===== config.mk =====
export PLATFORM = sky130hd
export DESIGN_NAME = alu_result_stage
export DESIGN_NICKNAME = d
export VERILOG_FILES = /design/src/rtl/alu_pkg.sv /design/src/rtl/alu_skid_buf.sv /design/src/rtl/alu_result_stage.sv
export SDC_FILE = /design/constraint.sdc
export NUM_CORES = 1
export LEC_CHECK = 0
export BUFFER_PORTS_ARGS = -buffer_cell sky130_fd_sc_hd__buf_2
export CELL_PAD_IN_SITES_DETAIL_PLACEMENT = 1
export CELL_PAD_IN_SITES_GLOBAL_PLACEMENT = 2
export CORE_MARGIN = 3
export CORE_UTILIZATION = 30
export DETAILED_ROUTE_END_ITERATION = 10
export PLACE_DENSITY_LB_ADDON = 0.05
export SLEW_MARGIN = 20
export SYNTH_ARGS = -nofsm -noshare
export SYNTH_HDL_FRONTEND = slang
export SYNTH_SLANG_ARGS = --single-unit

===== constraint.sdc =====
create_clock -name clk -period 3.7 [get_ports clk]
set_input_delay 0.74 -clock clk [delete_from_list [all_inputs] [get_ports clk]]
set_output_delay 0.74 -clock clk [all_outputs]
set_load 0.01 [all_outputs]

===== src/rtl/alu_pkg.sv =====
// Shared ALU result-stage definitions: opcode encodings, flag layout and bit positions.
package alu_pkg;

   localparam int FLAGS_W = 4;

   typedef logic [1:0] op_t;

   localparam op_t OP_AND = 2'b00;
   localparam op_t OP_OR  = 2'b01;
   localparam op_t OP_ADD = 2'b10;
   localparam op_t OP_SLT = 2'b11;

   localparam int FLAG_Z = 3;
   localparam int FLAG_N = 2;
   localparam int FLAG_C = 1;
   localparam int FLAG_V = 0;

endpackage


===== src/rtl/alu_skid_buf.sv =====
// Two-entry skid buffer: main reg drives the output, skid reg absorbs one bundle under stall.
// One cycle in to out; in_rdy is a flop (!skid full), so there is no combinational path from out_rdy.
module alu_skid_buf #(
   parameter int DW = 36
) (
   input  logic          clk,
   input  logic          rst,
   input  logic          in_vld,
   output logic          in_rdy,
   input  logic [DW-1:0] in_dat,
   output logic          out_vld,
   input  logic          out_rdy,
   output logic [DW-1:0] out_dat
);

   logic          m_vld_q, m_vld_d;
   logic          s_vld_q, s_vld_d;
   logic [DW-1:0] m_dat_q, m_dat_d;
   logic [DW-1:0] s_dat_q, s_dat_d;
   logic          accept;
   logic          deliver;

   assign in_rdy  = !s_vld_q;
   assign out_vld = m_vld_q;
   assign out_dat = m_dat_q;
   assign accept  = in_vld && !s_vld_q;
   assign deliver = m_vld_q && out_rdy;

   always_comb begin
      m_vld_d = m_vld_q;
      m_dat_d = m_dat_q;
      s_vld_d = s_vld_q;
      s_dat_d = s_dat_q;
      if (!m_vld_q || deliver) begin
         // Skid entry is older than anything arriving now, so it goes first.
         if (s_vld_q) begin
            m_vld_d = 1'b1;
            m_dat_d = s_dat_q;
            s_vld_d = 1'b0;
         end else if (accept) begin
            m_vld_d = 1'b1;
            m_dat_d = in_dat;
         end else begin
            m_vld_d = 1'b0;
         end
      end else if (accept) begin
         s_vld_d = 1'b1;
         s_dat_d = in_dat;
      end
   end

   always_ff @(posedge clk or posedge rst) begin
      if (rst) begin
         m_vld_q <= 1'b0;
         s_vld_q <= 1'b0;
         m_dat_q <= '0;
         s_dat_q <= '0;
      end else begin
         m_vld_q <= m_vld_d;
         s_vld_q <= s_vld_d;
         m_dat_q <= m_dat_d;
         s_dat_q <= s_dat_d;
      end
   end

endmodule


===== src/rtl/alu_result_stage.sv =====
// Selects the ALU result by opcode, derives {Z,N,C,V}, and registers it through a 2-entry skid buffer.
// One cycle accept to out_valid; in_ready drops only when the skid entry is occupied.
module alu_result_stage
   import alu_pkg::*;
#(
   parameter int W = 32
) (
   input  logic               clk,
   input  logic               rst,
   input  logic               in_valid,
   output logic               in_ready,
   input  logic [1:0]         in_op,
   input  logic [W-1:0]       in_and,
   input  logic [W-1:0]       in_or,
   input  logic [W-1:0]       in_sum,
   input  logic               in_cout,
   input  logic               in_ovf,
   output logic               out_valid,
   input  logic               out_ready,
   output logic [W-1:0]       out_y,
   output logic [FLAGS_W-1:0] out_flags,
   output logic               ovf_sticky,
   input  logic               ovf_clr
);

   logic [W-1:0]         res_y;
   logic [FLAGS_W-1:0]   res_flags;
   logic [W+FLAGS_W-1:0] buf_out;
   logic                 accept;
   logic                 ovf_sticky_q, ovf_sticky_d;

   always_comb begin
      res_y = in_sum;
      unique case (in_op)
         OP_AND:  res_y = in_and;
         OP_OR:   res_y = in_or;
         OP_ADD:  res_y = in_sum;
         // Signed a<b from a-b: sign of the true difference is sum MSB corrected by overflow.
         OP_SLT:  res_y = {{(W-1){1'b0}}, in_sum[W-1] ^ in_ovf};
         default: res_y = in_sum;
      endcase
   end

   always_comb begin
      res_flags         = '0;
      res_flags[FLAG_Z] = (res_y == '0);
      res_flags[FLAG_N] = res_y[W-1];
      res_flags[FLAG_C] = (in_op == OP_ADD) && in_cout;
      res_flags[FLAG_V] = (in_op == OP_ADD) && in_ovf;
   end

   assign accept = in_valid && in_ready;

   alu_skid_buf #(
      .DW(W + FLAGS_W)
   ) u_skid (
      .clk     (clk),
      .rst     (rst),
      .in_vld  (in_valid),
      .in_rdy  (in_ready),
      .in_dat  ({res_y, res_flags}),
      .out_vld (out_valid),
      .out_rdy (out_ready),
      .out_dat (buf_out)
   );

   assign out_y     = buf_out[W+FLAGS_W-1:FLAGS_W];
   assign out_flags = buf_out[FLAGS_W-1:0];

   // A new overflow in the same cycle as a clear must not be lost.
   always_comb begin
      ovf_sticky_d = ovf_sticky_q;
      if (accept && res_flags[FLAG_V]) begin
         ovf_sticky_d = 1'b1;
      end else if (ovf_clr) begin
         ovf_sticky_d = 1'b0;
      end
   end

   always_ff @(posedge clk or posedge rst) begin
      if (rst) begin
         ovf_sticky_q <= 1'b0;
      end else begin
         ovf_sticky_q <= ovf_sticky_d;
      end
   end

   assign ovf_sticky = ovf_sticky_q;

endmodule


==> out/metrics.csv <==
metric;value;unit
status;finished, final reports clean;
MaxCap Viol Count;0;
vias in the first global route;3970;
Post-Syn Nets;563;
top-level I/O count;144;
DP HPWL;9320;um
CTS Sinks;73;
First DRT Iteration DRCs;128;
worst slew pin tran;0.774;ns
mapped cell area;3900;um^2
die width;120;um
# nets final;687;
Worst Setup Path Type;in2reg;
Startpoint Class;input pin;
post-route clock period utilization;0.735;
CTS Hold Bufs;0;
skew final;0.00684;ns
Core ar.;12700;um^2
R2R depth;4;
sequential cell area;1830;um^2
Post-synth ARST share;1.00;
R2R Path End;u_skid.out_dat[3];
Clk Latency, worst-skew pair;0.34;ns
final design utilization;0.403;
cell count after synthesis;458;
Worst Path Required;3.98;ns
Vias;3698;
Area growth syn-to-layout;30.9;%
min-delay worst type;in2async;
commonest non-fill, non-tap cell in the layout;buf_2;
total negative slack;0;ns
worst-path fanout max;21;
mean area per synthesized cell;8.51;um^2
final worst path period need;2.72;ns
synth top area cells;dfrtp_1, o21ai_0, mux2i_1, a21oi_1, nand2_1;
RSZ-0062 raised after global routing;false;
maximum clock rate;368;MHz
reg2reg setup slack;1.86;ns
Num CTS Buffers;9;
routed vias/inst;4.87;
Yosys warnings;0;
total wire length;12500;um
Routed WL per cell;16.5;um
PortBufs;143;
largest net degree at the start of global routing;71;
all-layer global routing usage;0.183;
Die Y;120;um
Synth Flop Type;dfrtp_1;
Post-route DRC;0;
Final Hold Viols;0;
final setup fails;0;
post_cts resized;0;
relative slew slack;0.484;
CTS Root Cell;clkbuf_16;
share of cells above drive strength 1;0.302;
Antenna Cells;0;
initial antenna violation count;0;
RR Startpoint;u_skid.s_vld_q;
sequential share of the synthesized area;0.469;
CP Capture Type;flip-flop;
CP Capture Point;u_skid.out_dat[3];
pwr dens;515;nW/um^2
GRT Residual Overflow;0;
Synth area leader;dfrtp_1;
Die Area;14400;um^2
H-tree levels;3;
Core Rows;41;
Initial Utilization;0.308;
CTS tree;built;
multi-input logic area;1890;um^2
P_leak;2.51;nW
Bufs on Longest Clock Path;2;
clock-pin slew on the worst setup and hold paths;0.06;ns
Synth Register Bits;73;
Max IR drop VDD;171;uV
most frequent cells in the layout;buf_2, nand2_1, dfrtp_1;
gpl congestion;0.814;
Final ANT Viol Nets;0;
fin. max-slew vios;0;
EDFF count, synth;0;
crit path DAT;3.00;ns
TritonRoute pass-1 iters;4;
Setup Buffers After CTS;0;
Synth cell types;30;
CP Launch Point;in_op[0];
post-synth top area share;0.469;
global-route wire length before repair;20600;um
fillcell total;1580;
final cells by class:
type	count	area share
timing repair buffer	153	0.155
inverter	3	0.00245
tap	172	0.0422
multi-input combinational	342	0.371
clock inverter	5	0.0253
sequential	73	0.358
clock buffer	11	0.0456
metrics by stage:
stage / worst slack (ns) / instance area [um^2] / hold slack (ns) / instances / power (mW)
after floorplan: 1.11 / 3900 / 0.443 / 458 / 1.34
after global placement: 0.716 / 4740 / 0.456 / 743 / 1.56
after detailed placement: 0.625 / 4740 / 0.468 / 743 / 1.58
after CTS: 0.955 / 5100 / 0.450 / 759 / 2.67
after global routing: 0.733 / 5100 / 0.478 / 759 / 2.79
final: 0.981 / 5100 / 0.431 / 759 / 2.63
critical path: stages:
cell and delay [ns]:
buf_2 0.36, buf_4 0.43, mux2i_1 0.29, o2bb2ai_1 0.10, nor4_1 0.35, nand4_1 0.22
o41ai_2 0.33, mux2_1 0.16
sequential cells by signal, summed over array words and instances (netlist names):
signal	count
ovf_sticky	1
u_skid.s_vld_q	1
u_skid.s_dat_q	35
u_skid.out_vld	1
u_skid.out_dat	35
cells in the mapped netlist, types with 2 or more instances:
library cell  number
o21ai_0           65
nor4_1             5
buf_4              2
mux2i_1           32
clkbuf_1          29
buf_6              3
o2bb2ai_1         21
nor2_1            61
buf_2              3
dfrtp_1           73
a21oi_1           58
nand4_1            3
nand2_1           77
inv_1              2
buf_1              3
a2bb2oi_1          5
o21ai_1            3
cell families after synthesis:
group | after synthesis | share of synthesized area
buffers and inverters | 43 | 0.0501
muxes | 34 | 0.0909
AOI/OAI and AO/OA | 157 | 0.234
DFF | 73 | 0.469
and+or+nand+nor | 150 | 0.154
xor gates and xnor gates | 1 | 0.00225
power by group:
part           switching, mW  total, mW  internal [mW]
clock                  0.347       1.08          0.729
combinational          0.316      0.530          0.214
sequential            0.0773       1.02          0.943
metal layers:
metal	GRT usage	wire, um	part of all wire	vias up
met2	0.289	5750	0.46	93
met4	0.0687	206	0.016	0
met5	0	0	0	-
met1	0.245	5950	0.47	1751
met3	0.0405	626	0.050	11
li1	-	-	-	1843
how the worst min path moves through the flow:
stage / from / end / slack (ns) / cells after the start
global route: rst / u_skid.out_dat[30] / 0.48 / 2
finish: rst / u_skid.out_dat[31] / 0.43 / 2
CTS: rst / u_skid.out_dat[31] / 0.45 / 2
global placement: u_skid.s_dat_q[3] / u_skid.s_dat_q[3] / 0.46 / 2
floorplan: u_skid.s_dat_q[3] / u_skid.s_dat_q[3] / 0.44 / 2
detailed placement: u_skid.out_dat[23] / u_skid.out_dat[23] / 0.47 / 2
Note: power is estimated with default switching activity, not from simulation.
